===== config.mk =====
export PLATFORM = sky130hd
export DESIGN_NAME = systolic_result_serializer
export DESIGN_NICKNAME = d
export VERILOG_FILES = /design/src/rtl/systolic_ser_pkg.sv /design/src/rtl/systolic_pingpong_buf.sv /design/src/rtl/systolic_result_serializer.sv
export SDC_FILE = /design/constraint.sdc
export NUM_CORES = 1
export LEC_CHECK = 0
export CORE_MARGIN = 2
export CORE_UTILIZATION = 48
export DETAILED_ROUTE_END_ITERATION = 8
export MAX_ROUTING_LAYER = met4
export PLACE_DENSITY = 0.81
export SLEW_MARGIN = 10
export SYNTH_ARGS = -nofsm -noshare
export SYNTH_HDL_FRONTEND = slang
export SYNTH_SLANG_ARGS = --single-unit

===== constraint.sdc =====
create_clock -name clk -period 26 [get_ports clk]
set_clock_uncertainty 0.2 [all_clocks]
set_input_delay 5.2 -clock clk [delete_from_list [all_inputs] [get_ports clk]]
set_output_delay 5.2 -clock clk [all_outputs]
set_load 0.1 [all_outputs]

===== src/rtl/systolic_ser_pkg.sv =====
// Shared types and default sizing for the systolic result serializer.
package systolic_ser_pkg;

  typedef enum logic {
    IDLE = 1'b0,
    SEND = 1'b1
  } ser_state_t;

  typedef enum logic {
    EMPTY = 1'b0,
    FULL  = 1'b1
  } slot_state_t;

  localparam int SER_WORD_W  = 64;
  localparam int SER_N_WORDS = 8;

endpackage


===== src/rtl/systolic_pingpong_buf.sv =====
// Two-slot ping-pong store for wide result vectors; slots are filled and drained in order.
// With SER_PARITY_EN defined the non-read slot's data is also exposed for look-ahead.
module systolic_pingpong_buf
  import systolic_ser_pkg::*;
#(
  parameter int WORD_W  = SER_WORD_W,
  parameter int N_WORDS = SER_N_WORDS
) (
  input  logic                      clk,
  input  logic                      reset,
  input  logic [WORD_W*N_WORDS-1:0] wr_data,
  input  logic                      load,
  input  logic                      rd_done,
  output logic                      load_ready,
  output logic [WORD_W*N_WORDS-1:0] rd_data,
  output logic                      rd_full,
  output logic                      other_full
`ifdef SER_PARITY_EN
  ,
  output logic [WORD_W*N_WORDS-1:0] other_data
`endif
);

  localparam int DATA_W = WORD_W * N_WORDS;

  slot_state_t       slot_st   [2];
  logic [DATA_W-1:0] slot_data [2];
  logic              wr_ptr;
  logic              rd_ptr;
  logic              capture;

  assign capture = load && load_ready;

  always_ff @(posedge clk) begin
    if (capture) begin
      slot_data[wr_ptr] <= wr_data;
    end
  end

  // In-order use guarantees capture and release never target the same slot in one cycle.
  always_ff @(posedge clk) begin
    if (reset) begin
      slot_st[0] <= EMPTY;
      slot_st[1] <= EMPTY;
      wr_ptr     <= 1'b0;
      rd_ptr     <= 1'b0;
    end else begin
      if (capture) begin
        wr_ptr <= ~wr_ptr;
      end
      if (rd_done) begin
        rd_ptr <= ~rd_ptr;
      end
      for (int i = 0; i < 2; i++) begin
        if (capture && (wr_ptr == 1'(i))) begin
          slot_st[i] <= FULL;
        end else if (rd_done && (rd_ptr == 1'(i))) begin
          slot_st[i] <= EMPTY;
        end
      end
    end
  end

  assign load_ready = (slot_st[0] == EMPTY) || (slot_st[1] == EMPTY);
  assign rd_full    = (slot_st[rd_ptr] == FULL);
  assign other_full = (slot_st[~rd_ptr] == FULL);
  assign rd_data    = slot_data[rd_ptr];

`ifdef SER_PARITY_EN
  assign other_data = slot_data[~rd_ptr];
`endif

endmodule


===== src/rtl/systolic_result_serializer.sv =====
// Streams buffered systolic result vectors out as WORD_W-bit valid/ready beats.
// Optional SER_PARITY_EN adds a registered even-parity output dest_parity.
module systolic_result_serializer
  import systolic_ser_pkg::*;
#(
  parameter int WORD_W    = SER_WORD_W,
  parameter int N_WORDS   = SER_N_WORDS,
  parameter int MSW_FIRST = 1
) (
  input  logic                       clk,
  input  logic                       reset,
  input  logic [WORD_W*N_WORDS-1:0]  systolic_output,
  input  logic                       load,
  output logic                       load_ready,
  output logic                       dest_valid,
  output logic [WORD_W-1:0]          dest_data,
  output logic                       dest_last,
  output logic [$clog2(N_WORDS)-1:0] beat_idx,
  input  logic                       src_ready,
  output logic                       tx_done
`ifdef SER_PARITY_EN
  ,
  output logic                       dest_parity
`endif
);

  localparam int DATA_W = WORD_W * N_WORDS;
  localparam int IDX_W  = $clog2(N_WORDS);
  localparam logic [IDX_W-1:0] LAST_IDX = IDX_W'(N_WORDS - 1);

  ser_state_t        state;
  ser_state_t        state_nxt;
  logic [IDX_W-1:0]  idx_nxt;
  logic              handshake;
  logic              last_hs;
  logic              rd_done;
  logic              rd_full;
  logic              other_full;
  logic [DATA_W-1:0] rd_data;
`ifdef SER_PARITY_EN
  logic [DATA_W-1:0] other_data;
  logic [DATA_W-1:0] nxt_vec;
`endif

  // Word order within a vector is fixed by MSW_FIRST; stored slots are never shifted.
  function automatic logic [WORD_W-1:0] select_beat(input logic [DATA_W-1:0] vec,
                                                    input logic [IDX_W-1:0]  b);
    int w;
    if (MSW_FIRST != 0) begin
      w = N_WORDS - 1 - int'(b);
    end else begin
      w = int'(b);
    end
    return vec[w*WORD_W +: WORD_W];
  endfunction

  systolic_pingpong_buf #(
    .WORD_W (WORD_W),
    .N_WORDS(N_WORDS)
  ) u_buf (
    .clk       (clk),
    .reset     (reset),
    .wr_data   (systolic_output),
    .load      (load),
    .rd_done   (rd_done),
    .load_ready(load_ready),
    .rd_data   (rd_data),
    .rd_full   (rd_full),
    .other_full(other_full)
`ifdef SER_PARITY_EN
    ,
    .other_data(other_data)
`endif
  );

  assign dest_valid = (state == SEND);
  assign handshake  = dest_valid && src_ready;
  assign last_hs    = handshake && (beat_idx == LAST_IDX);
  assign dest_last  = dest_valid && (beat_idx == LAST_IDX);
  assign dest_data  = dest_valid ? select_beat(rd_data, beat_idx) : '0;

  always_ff @(posedge clk) begin
    if (reset) begin
      state    <= IDLE;
      beat_idx <= '0;
      tx_done  <= 1'b0;
    end else begin
      state    <= state_nxt;
      beat_idx <= idx_nxt;
      tx_done  <= last_hs;
    end
  end

  // Finishing a vector with the other slot already full hands over with no idle cycle.
  always_comb begin
    state_nxt = state;
    idx_nxt   = beat_idx;
    rd_done   = 1'b0;
    case (state)
      IDLE: begin
        if (rd_full) begin
          state_nxt = SEND;
          idx_nxt   = '0;
        end
      end
      SEND: begin
        if (handshake) begin
          if (beat_idx == LAST_IDX) begin
            rd_done   = 1'b1;
            idx_nxt   = '0;
            state_nxt = other_full ? SEND : IDLE;
          end else begin
            idx_nxt = beat_idx + IDX_W'(1);
          end
        end
      end
      default: begin
        state_nxt = IDLE;
      end
    endcase
  end

`ifdef SER_PARITY_EN
  // Parity is computed for the beat that will be presented after this edge.
  assign nxt_vec = (last_hs && other_full) ? other_data : rd_data;

  always_ff @(posedge clk) begin
    if (reset) begin
      dest_parity <= 1'b0;
    end else begin
      dest_parity <= (state_nxt == SEND) ? ^select_beat(nxt_vec, idx_nxt) : 1'b0;
    end
  end
`endif

endmodule


* Word-level counts from Yosys, hierarchy flattened
Memories as Yosys holds them, arrays and structs flattened. A register that Yosys moved wholly into a read port is not among the register bits. Index checks and enable logic that the tools add are counted. Widths: inputs -> output; s select.
Operators by class: $add $sub $neg 2, multipliers 0, divide/modulo/power cells 0, order comparisons 0, equal/unequal tests 3, shift operators 1, multiplexer cells 39, bitwise logic cells 9, reductions and logical operators 10
Operators with widths (count):
- $shiftx 512x10->64 | 1
- $mux 64 | 1
- $mux 1 | 33
- $mux 3 | 3
- $logic_and 1x1->1 | 8
- $pmux 3 s2 | 1
- $not 1->1 | 5
- $or 1x1->1 | 4
- $sub 3x3->4 const A | 1
- $add 3x1->3 const B | 1
- $eq 3x3->1 const B | 1
- $ne 2x1->1 const B | 1
- $ne 2x2->1 const B | 1
- $pmux 1 s2 | 1
- $reduce_and 2->1 | 1
- $logic_or 1x1->1 | 1
Word-level totals: bits in registers 7, bits in latches 0, bits in writable memories 1026, memory bits (read-only) 0, bits of input ports 516, output and inout port bits 71, word-level logic and storage cells 71, memories 2
Memory list:
- u_buf.slot_data | depth 2, bits a word 512, rd ports 1, clocked after Yosys merged registers in 1, wr ports 1, line systolic_pingpong_buf.sv:27 | logic [DATA_W-1:0] slot_data [2];
- u_buf.slot_st | depth 2, bits a word 1, rd ports 4, clocked after Yosys merged registers in 1, wr ports 2, line systolic_pingpong_buf.sv:26 | slot_state_t slot_st [2];

* Logic depth before layout (Yosys ltp)
depth after elaboration 10, mapped depth 8, gate-level depth less buffers 8

* By module
From an unflattened synthesis, not the netlist that was laid out.
Unflattened totals: cell total of the unflattened synthesis 2084, area, all modules 41954.0 µm²
Modules (own cells, without submodules):
- systolic_pingpong_buf | instances 1, cells an instance 1617, area each 37375.8 µm², sequential area each 30859.6 µm²
- systolic_result_serializer | instances 1, cells an instance 467, area each 4578.1 µm², sequential area each 100.1 µm²

* Worst setup path before layout
No wires, ideal clock.
path kind in2reg, start point in load, end point mem u_buf.slot_st[0] (netlist name) (enable), setup time 0.378 ns, arrival 27.812 ns, data required time 25.422 ns, slack -2.390 ns, stages on the path 3, buffers on the path 0, cell sequence nand2_1 -> nor2_1 -> or3_1
RTL lines:
- start: declaration | line systolic_result_serializer.sv:13 | input logic load,
- end: declaration | line systolic_pingpong_buf.sv:26

==> results.toml <==
[min_path]
min_path_cells = 2
hold_class = "reg -> reg"
hold_start = "u_buf.slot_st[1]"

[finish]
synthToLayoutAreaGrowth_pct = 24.9
final_area_sq_mm = 0.0501
fillers = 5774
final-seq-area_sq_mm = 0.0310
final_nets = 3255
final_layout_size_suffix_gt1_share_pct = 7.12
multi_input_area_sq_mm = 0.00820

[synth]
syn_inst = 2145
ys_seq_area_share_pct = 77.2
syn-num-nets = 2665
synth_edf_count = 1025
syn_area_per_cell_sq_um = 18.7
yosys.cell_types.count = 34
async_flop_share_pct = 0
ys_ff_latch = 1034
ys.warnings.count = 0
syn_area_sq_mm = 0.0401
ys.flop_type = "edfxtp_1"

[sta]
holdWs_ns = 0.349
rsz0062_at_grt = "no"
period_minus_slack_ns = 11.70
finalHoldViolations = 0
slew_violations = 0
finalCritPeriodShare_pct = 45.0
tns_ns = 0
max_freq_mhz = 85.4
setup_violations = 0
tightest_slew_ns = 1.21
timing.slew.headroom_pct = 19.2

[cts]
cts_buffer_depth = 3
cts_tree = "done"
htreeDepth = 3
cts_hold_repair.buffers = 0
clk_pin_slew_ns = 0.06
clockRootBuffer = "clkbuf_16"
numCtsBuffers = 103
clk_latency_ns = 0.65
post-cts-setup-buffers = 0
cts.sinks = 1034
ctsResizeCount = 0

[global_route]
grt_pass1_wl_microns = 142000
grt_antenna_before_repair = 56
grt_use_met3_pct = 6.57
grt_max_degree = 169
grt.busiest_layer = "met2"
grtUsageMet1_pct = 25.0
use_met2_pct = 38.8
overflow = 0
grt_pass1_vias = 23400
grt_usage_pct = 22.9

[routing]
wl_microns = 97900
drcViolationCount = 0
detail-route-antenna-nets = 0
first_pass_iters = 5
drt_iter0_drc = 1803
routed_via_density = 5.64
via_count = 22300
wire_per_inst_microns = 24.8

[place]
place_area_sq_mm = 0.0466
io_buffers = 586
gp_congestion = 0.846
post-dp-hpwl_microns = 62100

[setup_path]
worstRegToRegCells = 7
crit_path_start_kind = "flop"
critPathRequiredTime_ns = 20.60
critPathMaxFanout = 139
path_class = "reg -> out"
end_kind = "output pin"
crit_arrival_ns = 6.30
r2r_setup_slack_ns = 20.73
r2r_start = "u_buf.slot_st[0]"

[floorplan]
io_pins = 587
fp.dieH_microns = 293
rows = 105
fp.dieArea_sq_mm = 0.0859
coreArea_sq_mm = 0.0824
start_util_pct = 48.7
die_w_microns = 293

[power_and_ir_drop]
p_sw_share_pct = 22.6
p_comb_share_pct = 8.9
seq_power_share_pct = 52.9
p_total_mw = 3.76
p_leak_nw = 15.7
p_clk_share_pct = 38.2
p_sw_mw = 0.852
ir_drop_uv = 65.3
p_per_area_mw_per_mm2 = 75.2
p_int_mw = 2.91

[job]
cap_violations = 0

[outcome]
outcome = "completed"
==> flip-flops by register name, summed over array words and instances (netlist names), named ones only <==
register	count
u_buf.slot_data	1024
beat_idx	3
u_buf.slot_st	2
dest_valid	1
tx_done	1
u_buf.rd_ptr	1
u_buf.wr_ptr	1
==> critical path: stages, from the launching register on <==
cell             delay, ns
dfxtp_4               0.91
buf_12                0.72
buf_4                 0.81
buf_4                 0.89
mux2i_1               0.18
a22oi_1               0.29
nand2_1               0.09
o22ai_1               0.16
clkdlybuf4s50_1       1.17
==> power by group through the flow <==
stage / Sequential, mW / Combinational [mW] / Clock, mW
detailed placement: 2.03 / 0.335 / 0
global route: 2.00 / 0.356 / 1.53
CTS: 1.99 / 0.338 / 1.46
finish: 1.99 / 0.336 / 1.44
floorplan: 2.08 / 0.173 / 0
global placement: 2.02 / 0.325 / 0
==> cell usage after synthesis, types with 3 or more instances <==
| cell | instances | area share, % |
|---|---|---|
| o21ai_1 | 24 | 0.30 |
| dfxtp_1 | 9 | 0.45 |
| clkbuf_1 | 40 | 0.37 |
| nor2_1 | 13 | 0.12 |
| buf_4 | 12 | 0.22 |
| buf_6 | 43 | 1.2 |
| buf_1 | 11 | 0.10 |
| buf_2 | 11 | 0.14 |
| a21oi_1 | 3 | 0.037 |
| inv_1 | 4 | 0.037 |
| buf_8 | 9 | 0.34 |
| nor2b_1 | 3 | 0.047 |
| a22oi_1 | 232 | 4.3 |
| nand2_1 | 119 | 1.1 |
| mux2i_1 | 489 | 12 |
| a221oi_1 | 12 | 0.26 |
| mux4_2 | 12 | 0.67 |
| ha_1 | 4 | 0.12 |
| edfxtp_1 | 1025 | 77 |
| o22ai_1 | 53 | 0.83 |
==> metrics by stage <==
stage | instances | util, % | setup slack (ns)
6_report | 3950 | 60.8 | 14.30
4_1_cts | 3892 | 60.6 | 14.35
3_3_place_gp | 3700 | 56.6 | 15.16
3_5_place_dp | 3700 | 56.6 | 15.05
5_1_grt | 3947 | 60.8 | 14.05
2_1_floorplan | 2145 | - | 6.39
==> cell families after synthesis <==
kind of cell    after synthesis  synth area share (%)
compound gates              327                  5.83
xor+xnor                      2                0.0437
fa+ha+maj                     4                 0.125
buf+inv                     133                  2.47
flops                      1034                  77.2
mux                         502                  12.9
simple gates                143                  1.41
==> layer usage <==
layer,share of wire (%),vias to the layer above
met5,0,-
met4,3.5,0
met3,8.8,192
met2,52,994
met1,36,11200
li1,-,9938
==> cell usage in the layout, fill, tap and decap left out, drive strengths merged, types with 12 or more instances in the layout <==
cell type      instances
nand2                119
a22oi                232
edfxtp              1025
clkinv                49
clkdlybuf4s50        586
o22ai                 53
nor2                  13
diode                 58
o21ai                 24
a221oi                12
buf                   27
mux4                  12
clkbuf               124
mux2i                489
==> worst paths after layout <==
check / end
worst max register to register: u_buf.slot_data[0][74]
worst min-delay path: u_buf.slot_st[1]
worst min register to register: u_buf.slot_st[1]
worst max-delay path: dest_data[2]
==> final cells by class <==
type | instances | area share, %
Multi-Input combinational cell | 978 | 16.4
Clock inverter | 68 | 1.22
Tap cell | 1070 | 2.67
Clock buffer | 124 | 5.39
Inverter | 5 | 0.0375
Sequential cell | 1034 | 61.8
Timing Repair Buffer | 613 | 12.2
Antenna cell | 58 | 0.290
Power figures use the tool's default switching activity.
